<file path="src/rtl/vga_scanout.sv">
// rtl/vga_scanout.sv - frame-buffer read side driving a 640x480@60 VGA DAC
module vga_scanout #(
    parameter int         H_VISIBLE    = 640,
    parameter int         H_FRONT      = 16,
    parameter int         H_SYNC       = 96,
    parameter int         H_BACK       = 48,
    parameter int         V_VISIBLE    = 480,
    parameter int         V_FRONT      = 10,
    parameter int         V_SYNC       = 2,
    parameter int         V_BACK       = 33,
    parameter int         WIN_X        = 192,
    parameter int         WIN_Y        = 112,
    parameter int         FB_BITS      = 7,
    parameter logic [2:0] BORDER_COLOR = 3'b000
) (
    input  logic                   Clck,
    input  logic                   Reset,
    output logic [2*FB_BITS-1:0]   read_address,
    input  logic [2:0]             read_data,
    output logic [7:0]             vga_r,
    output logic [7:0]             vga_g,
    output logic [7:0]             vga_b,
    output logic                   vga_hs,
    output logic                   vga_vs,
    output logic                   vga_blank_n,
    output logic                   vga_clk,
    output logic                   frame_done
);

    localparam int H_TOTAL  = H_VISIBLE + H_FRONT + H_SYNC + H_BACK;
    localparam int V_TOTAL  = V_VISIBLE + V_FRONT + V_SYNC + V_BACK;
    localparam int WIN_SIZE = 2 << FB_BITS;

    localparam logic [9:0] H_LAST   = 10'(H_TOTAL - 1);
    localparam logic [9:0] V_LAST   = 10'(V_TOTAL - 1);
    localparam logic [9:0] H_VIS    = 10'(H_VISIBLE);
    localparam logic [9:0] V_VIS    = 10'(V_VISIBLE);
    localparam logic [9:0] V_VIS_M1 = 10'(V_VISIBLE - 1);
    localparam logic [9:0] HS_FIRST = 10'(H_VISIBLE + H_FRONT);
    localparam logic [9:0] HS_LAST  = 10'(H_VISIBLE + H_FRONT + H_SYNC - 1);
    localparam logic [9:0] VS_FIRST = 10'(V_VISIBLE + V_FRONT);
    localparam logic [9:0] VS_LAST  = 10'(V_VISIBLE + V_FRONT + V_SYNC - 1);
    localparam logic [9:0] WX_FIRST = 10'(WIN_X);
    localparam logic [9:0] WX_LAST  = 10'(WIN_X + WIN_SIZE - 1);
    localparam logic [9:0] WY_FIRST = 10'(WIN_Y);
    localparam logic [9:0] WY_LAST  = 10'(WIN_Y + WIN_SIZE - 1);

    logic               pix_phase;
    logic [9:0]         h_cnt;
    logic [9:0]         v_cnt;
    logic [9:0]         h_next;
    logic [9:0]         v_next;
    logic               h_wrap;
    logic               next_in_win;
    logic               cur_in_win;
    logic               visible;
    logic [FB_BITS-1:0] h_fb;
    logic [FB_BITS-1:0] v_fb;
    logic [2:0]         colour;

    function automatic logic in_window(input logic [9:0] h, input logic [9:0] v);
        return (h >= WX_FIRST) && (h <= WX_LAST) && (v >= WY_FIRST) && (v <= WY_LAST);
    endfunction

    assign vga_clk = pix_phase;

    always_comb begin
        h_wrap      = (h_cnt == H_LAST);
        h_next      = h_wrap ? 10'd0 : h_cnt + 10'd1;
        v_next      = v_cnt;
        if (h_wrap) begin
            v_next = (v_cnt == V_LAST) ? 10'd0 : v_cnt + 10'd1;
        end
        next_in_win = in_window(h_next, v_next);
        // Each frame-buffer word covers a 2x2 block of raster pixels.
        h_fb        = FB_BITS'((h_next - WX_FIRST) >> 1);
        v_fb        = FB_BITS'((v_next - WY_FIRST) >> 1);
        cur_in_win  = in_window(h_cnt, v_cnt);
        visible     = (h_cnt < H_VIS) && (v_cnt < V_VIS);
        colour      = 3'b000;
        if (visible) begin
            colour = cur_in_win ? read_data : BORDER_COLOR;
        end
    end

    // Counters still hold the pixel whose address went out one update earlier,
    // so decoding them here keeps colour, sync and blank aligned.
    always_ff @(posedge Clck or negedge Reset) begin
        if (!Reset) begin
            pix_phase    <= 1'b0;
            h_cnt        <= 10'd0;
            v_cnt        <= 10'd0;
            read_address <= '0;
            vga_r        <= 8'd0;
            vga_g        <= 8'd0;
            vga_b        <= 8'd0;
            vga_hs       <= 1'b1;
            vga_vs       <= 1'b1;
            vga_blank_n  <= 1'b0;
            frame_done   <= 1'b0;
        end else begin
            pix_phase  <= ~pix_phase;
            frame_done <= 1'b0;
            if (pix_phase) begin
                h_cnt <= h_next;
                v_cnt <= v_next;
                if (next_in_win) begin
                    read_address <= {v_fb, h_fb};
                end
                vga_r       <= {8{colour[2]}};
                vga_g       <= {8{colour[1]}};
                vga_b       <= {8{colour[0]}};
                vga_blank_n <= visible;
                vga_hs      <= !((h_cnt >= HS_FIRST) && (h_cnt <= HS_LAST));
                vga_vs      <= !((v_cnt >= VS_FIRST) && (v_cnt <= VS_LAST));
                frame_done  <= h_wrap && (v_cnt == V_VIS_M1);
            end
        end
    end

endmodule

</file>
<file path="config.mk">
export PLATFORM = sky130hd
export DESIGN_NAME = vga_scanout
export DESIGN_NICKNAME = d
export VERILOG_FILES = /design/src/rtl/vga_scanout.sv
export SDC_FILE = /design/constraint.sdc
export NUM_CORES = 1
export LEC_CHECK = 0
export BUFFER_PORTS_ARGS = -buffer_cell sky130_fd_sc_hd__buf_2
export CAP_MARGIN = 20
export CORE_MARGIN = 2
export CORE_UTILIZATION = 30
export CTS_CLUSTER_DIAMETER = 40
export DETAILED_ROUTE_END_ITERATION = 8
export GPL_ROUTABILITY_DRIVEN = 0
export SLEW_MARGIN = 10
export SYNTH_ARGS = -nofsm -noshare
export SYNTH_HDL_FRONTEND = slang
export SYNTH_SLANG_ARGS = --single-unit
</file>
<file path="constraint.sdc">
create_clock -name Clck -period 5.1 [get_ports Clck]
set_input_delay 0.255 -clock Clck [delete_from_list [all_inputs] [get_ports Clck]]
set_output_delay 0.255 -clock Clck [all_outputs]
set_load 0.01 [all_outputs]
</file>
==> results.md <==
GRT:
- The overall global routing resource usage is 12.03%.
- The first global-routing pass estimated 9.563 mm of wire.
- The initial antenna violation count is 0.
- Entering global routing, the biggest net connects 43 pins.
- The number of global-route vias before repair is 1,889.
- The total congestion overflow is 0.

Timing:
- Clock skew on the completed layout was measured at 6.392 ps.
- The final worst slack is 898.6 ps.
- Setup violations remaining at the end of the flow were counted as 0.
- The peak clock frequency supported by timing is 238.0 MHz.
- The max-slew violation count is 0.
- The final hold violation count was 0.
- Setup repair after global routing left no endpoint under its margin.
- The final critical path time including I/O delays and setup is 4201 ps.
- The setup total negative slack is 0 ps.
- The slew at the pin with the worst max-slew slack is 1043 ps.
- The share of the cycle needed by the critical path after routing is 82.38%.
- The max-slew headroom at the worst pin is 28.65%.

Drt:
- The final wirelength is 5.586 mm.
- The violation count after the first detailed-route iteration is 158.
- The final route contains 1,949 vias.
- The post-detailed-route count of antenna-violating nets is 0.
- The first detailed-routing pass ran for 4 iterations.
- The post-detailed-route via-to-cell ratio is 4.922.
- In the final routed layout, each cell accounts on average for 14.11 um.
- For this run, design rule violations remaining after detail routing come to 0.

Synthesis:
- For this run, the register share of the synthesized area comes to 39.96%.
- The most area-hungry cell type in the Yosys netlist is dfrtp_1.
- The flip-flop and latch count after synthesis is 42.
- The post-synthesis instance area is 2636 um2.
- In this run the biggest area consumer among cell types represents 37.97% of the synthesized area.
- Summing the areas of all xor and xnor instances in the mapped netlist gives 6.645% of the synthesized area.
- The main combinational cell family by area after synthesis is simple AND/OR/NAND/NOR gates.
- The number of nets produced by synthesis is 285.
- The most used flip-flop cell after synthesis is dfrtp_1.
- The number of synthesized flops with an enable pin is 0.
- The number of distinct library cells after synthesis is 51.
- Synthesis handed over a netlist of 271 instances.
- Of the total synthesized cell area, the portion taken by full adders, half adders and majority gates is 4.271%.
- Of the total synthesized cell area, the portion taken by AND, OR, NAND and NOR gates is 18.04%.
- The synthesized netlist devotes 10.06% of its cell area to compound gates.
- The Yosys step of the flow raised 0 warnings.
- After synthesis, the share of flip-flops with an asynchronous set or reset is 100.0%.
- The multiplexer share of the synthesized area is 9.445%.
- The synthesized area divided by synthesized cell count is 9.728 um2.
- Ranked by total cell area, the synthesized netlist is headed by dfrtp_1 38%, buf_4 6.0%, xnor2_1 4.7%.

Clock tree:
- The largest buffer count on any clock path is 2.
- The post-CTS setup buffer count is 0.
- TritonCTS built the clock tree.
- The number of hold buffers added after CTS is 0.
- The CTS buffer count is 5.
- The clock transition time at the flip-flop clock pins of the worst setup and hold paths is 80 ps.
- The library cell used as clock root buffer is clkbuf_8.
- The clock latency at the later pin of the worst-skew pair is 300 ps.
- Post-CTS repair changed the size of 0 cells.
- CTS built an H-tree with a depth of 2.
- The number of clock sinks is 42.

Status:
- The run finished with clean final reports.

Cells and area:
- At the end of the flow, the number of nets in the layout was 301.
- Across the whole layout, storage elements account for 1054 um2.
- The count of filler cells inserted in the layout is 886.
- In the final layout, the share of cells above drive strength 1 is 27.43%.
- With fillers left out, the area of the finished cells amounts to 2868 um2.
- From synthesis to final layout, the design area changed by 8.780%.
- The number of antenna diodes in the final layout is 0.
- The area of the multi-input gates is 1277 um2.

Critical path:
- The critical path in this run is classified as reg -> reg.
- Of all nets on the critical path, the largest fanout is 14.
- Broken down by cell family, the worst path's largest delay share belongs to simple AND/OR/NAND/NOR gates.
- Data on the critical path arrives at its endpoint at 4390 ps.
- STA classifies the critical path endpoint as a flip-flop.
- The critical path goes through or4b_4 -> or3_4 -> or2_2 -> mux2i_1 -> inv_1 -> ha_1 -> nand2b_1 -> a21oi_1 -> a211oi_4 -> mux2_2.
- The cell with the biggest individual delay on the critical path is a211oi_4.
- The largest single stage delay on the critical path is 850 ps.
- STA puts the critical path data required time at 5280 ps.
- The critical path startpoint category is a flip-flop.
- The buffer and inverter count on the worst path is 1.

Min path:
- In this run the worst hold path is classified as in -> async.

Die:
- The die outline width is 97.74 um.
- The initial cell density of the core is 30.53%.
- The standard-cell row count is 34.
- After floorplanning, the core was sized to cover 8636 um2.
- The number of ports placed on the die boundary is 48.
- The full die area is 9553 um2.
- The die span in y is 97.74 um.

Power and ir drop:
- The static leakage is 1.347 nW.
- VDD sags by at most 0.1079 mV.
- Power spread over the standard cell area amounts to 209.3 nW/um2.

Job:
- Max-cap violations in this run came to 0.

Place:
- Once placement finished, the instance area stood at 2761 um2.
- The HPWL reported at the end of detailed placement is 3.926 mm.
- At the placement stage, the worst setup path has a slack of 920.3 ps.
- The number of I/O port buffers is 47.
[report_power, final]
part	internal, W	switching [W]
sequential	0.000333	0
combinational	0.00000107	0.00000668
clock	0.000147	0.000113
total	0.000480	0.000120
[placed cells by master, fill, tap and decap left out, types with 2 or more instances in the layout]
master,count
a22o_1,3
dfstp_2,2
nor3b_1,2
mux2i_1,5
nor3_1,5
and2_1,2
inv_1,13
and3_1,2
a21oi_1,8
nor2_1,19
nand2_1,18
clkbuf_8,5
or2_2,2
xnor2_1,14
mux2_2,7
ha_1,9
nand4_1,9
buf_2,47
nand2b_1,2
dfrtp_1,40
mux2_4,8
o31ai_1,2
nand3_1,11
o21a_1,2
nor4_1,4
o21ai_0,17
clkbuf_1,2
xor2_1,6
[flip-flops by register name, summed over array words and instances (netlist names)]
register and count:
frame_done 1, h_cnt 10, read_address 14, v_cnt 10, vga_b 1, vga_blank_n 1
vga_clk 1, vga_g 1, vga_hs 1, vga_r 1, vga_vs 1
[per-layer routing]
layer | vias to the layer above | wire (um) | GRT usage [%] | part of all wire (%)
li1 | 950 | - | - | -
met1 | 927 | 2848 | 17.61 | 51
met2 | 66 | 2412 | 18.36 | 43
met3 | 6 | 273 | 2.434 | 4.9
met4 | 0 | 51 | 2.885 | 0.91
met5 | - | 0 | 0 | 0
[kinds of logic after synthesis]
| family | Yosys count |
|---|---|
| AOI/OAI and AO/OA | 41 |
| xor gates and xnor gates | 20 |
| adders and majority gates | 9 |
| buffers and inverters | 53 |
| DFF | 42 |
| muxes | 20 |
| and+or+nand+nor | 86 |
[final timing paths]
kind / startpoint / to / slack [ps] / cells after the start
worst max-delay path: h_cnt[5]$_DFFE_PN0P_ / read_address[9]$_DFFE_PN0P_ / 900 / 10
worst min-delay path: Reset / read_address[2]$_DFFE_PN0P_ / 100 / 1
worst max register to register: h_cnt[5]$_DFFE_PN0P_ / read_address[9]$_DFFE_PN0P_ / 900 / 10
worst min register to register: vga_vs$_DFFE_PN1P_ / vga_vs$_DFFE_PN1P_ / 490 / 2
max in group asynchronous: Reset / h_cnt[9]$_DFFE_PN0P_ / 4410 / 1
min in group Clck: read_data[0] / vga_b[0]$_DFFE_PN0P_ / 180 / 2
[area by class of cell]
| class | instances | share of cell area, % |
|---|---|---|
| tap | 108 | 4.712 |
| clock buffer | 7 | 2.661 |
| inverter | 14 | 1.832 |
| sequential | 42 | 36.74 |
| multi-input combinational | 176 | 44.55 |
| timing repair buffer | 48 | 8.464 |
| clock inverter | 1 | 1.047 |
[stage by stage]
| step | total power, W | utilization (%) | hold slack (ps) | cells |
|---|---|---|---|---|
| 4_1_cts | 0.0006093 | 33.21 | 133.3 | 396 |
| 2_1_floorplan | 0.0003394 | - | -40.59 | 271 |
| 5_1_grt | 0.0006227 | 33.21 | 182.7 | 396 |
| 6_report | 0.0006002 | 33.21 | 100.7 | 396 |
| 3_3_place_gp | 0.0003477 | 31.98 | 455.0 | 388 |
| 3_5_place_dp | 0.0003477 | 31.98 | 462.0 | 388 |
[cells in the mapped netlist, types with 3 or more instances]
master,n
buf_4,21
nand4_1,9
dfrtp_1,40
a21oi_1,8
clkbuf_1,10
mux2i_1,5
nor3_1,5
nor2_1,19
a22o_1,3
mux2_4,8
buf_2,3
nand3_1,11
o21ai_0,17
mux2_2,7
ha_1,9
xor2_1,6
nor4_1,4
nand2_1,18
xnor2_1,14
buf_6,3
inv_1,13
Power figures use the tool's default switching activity.
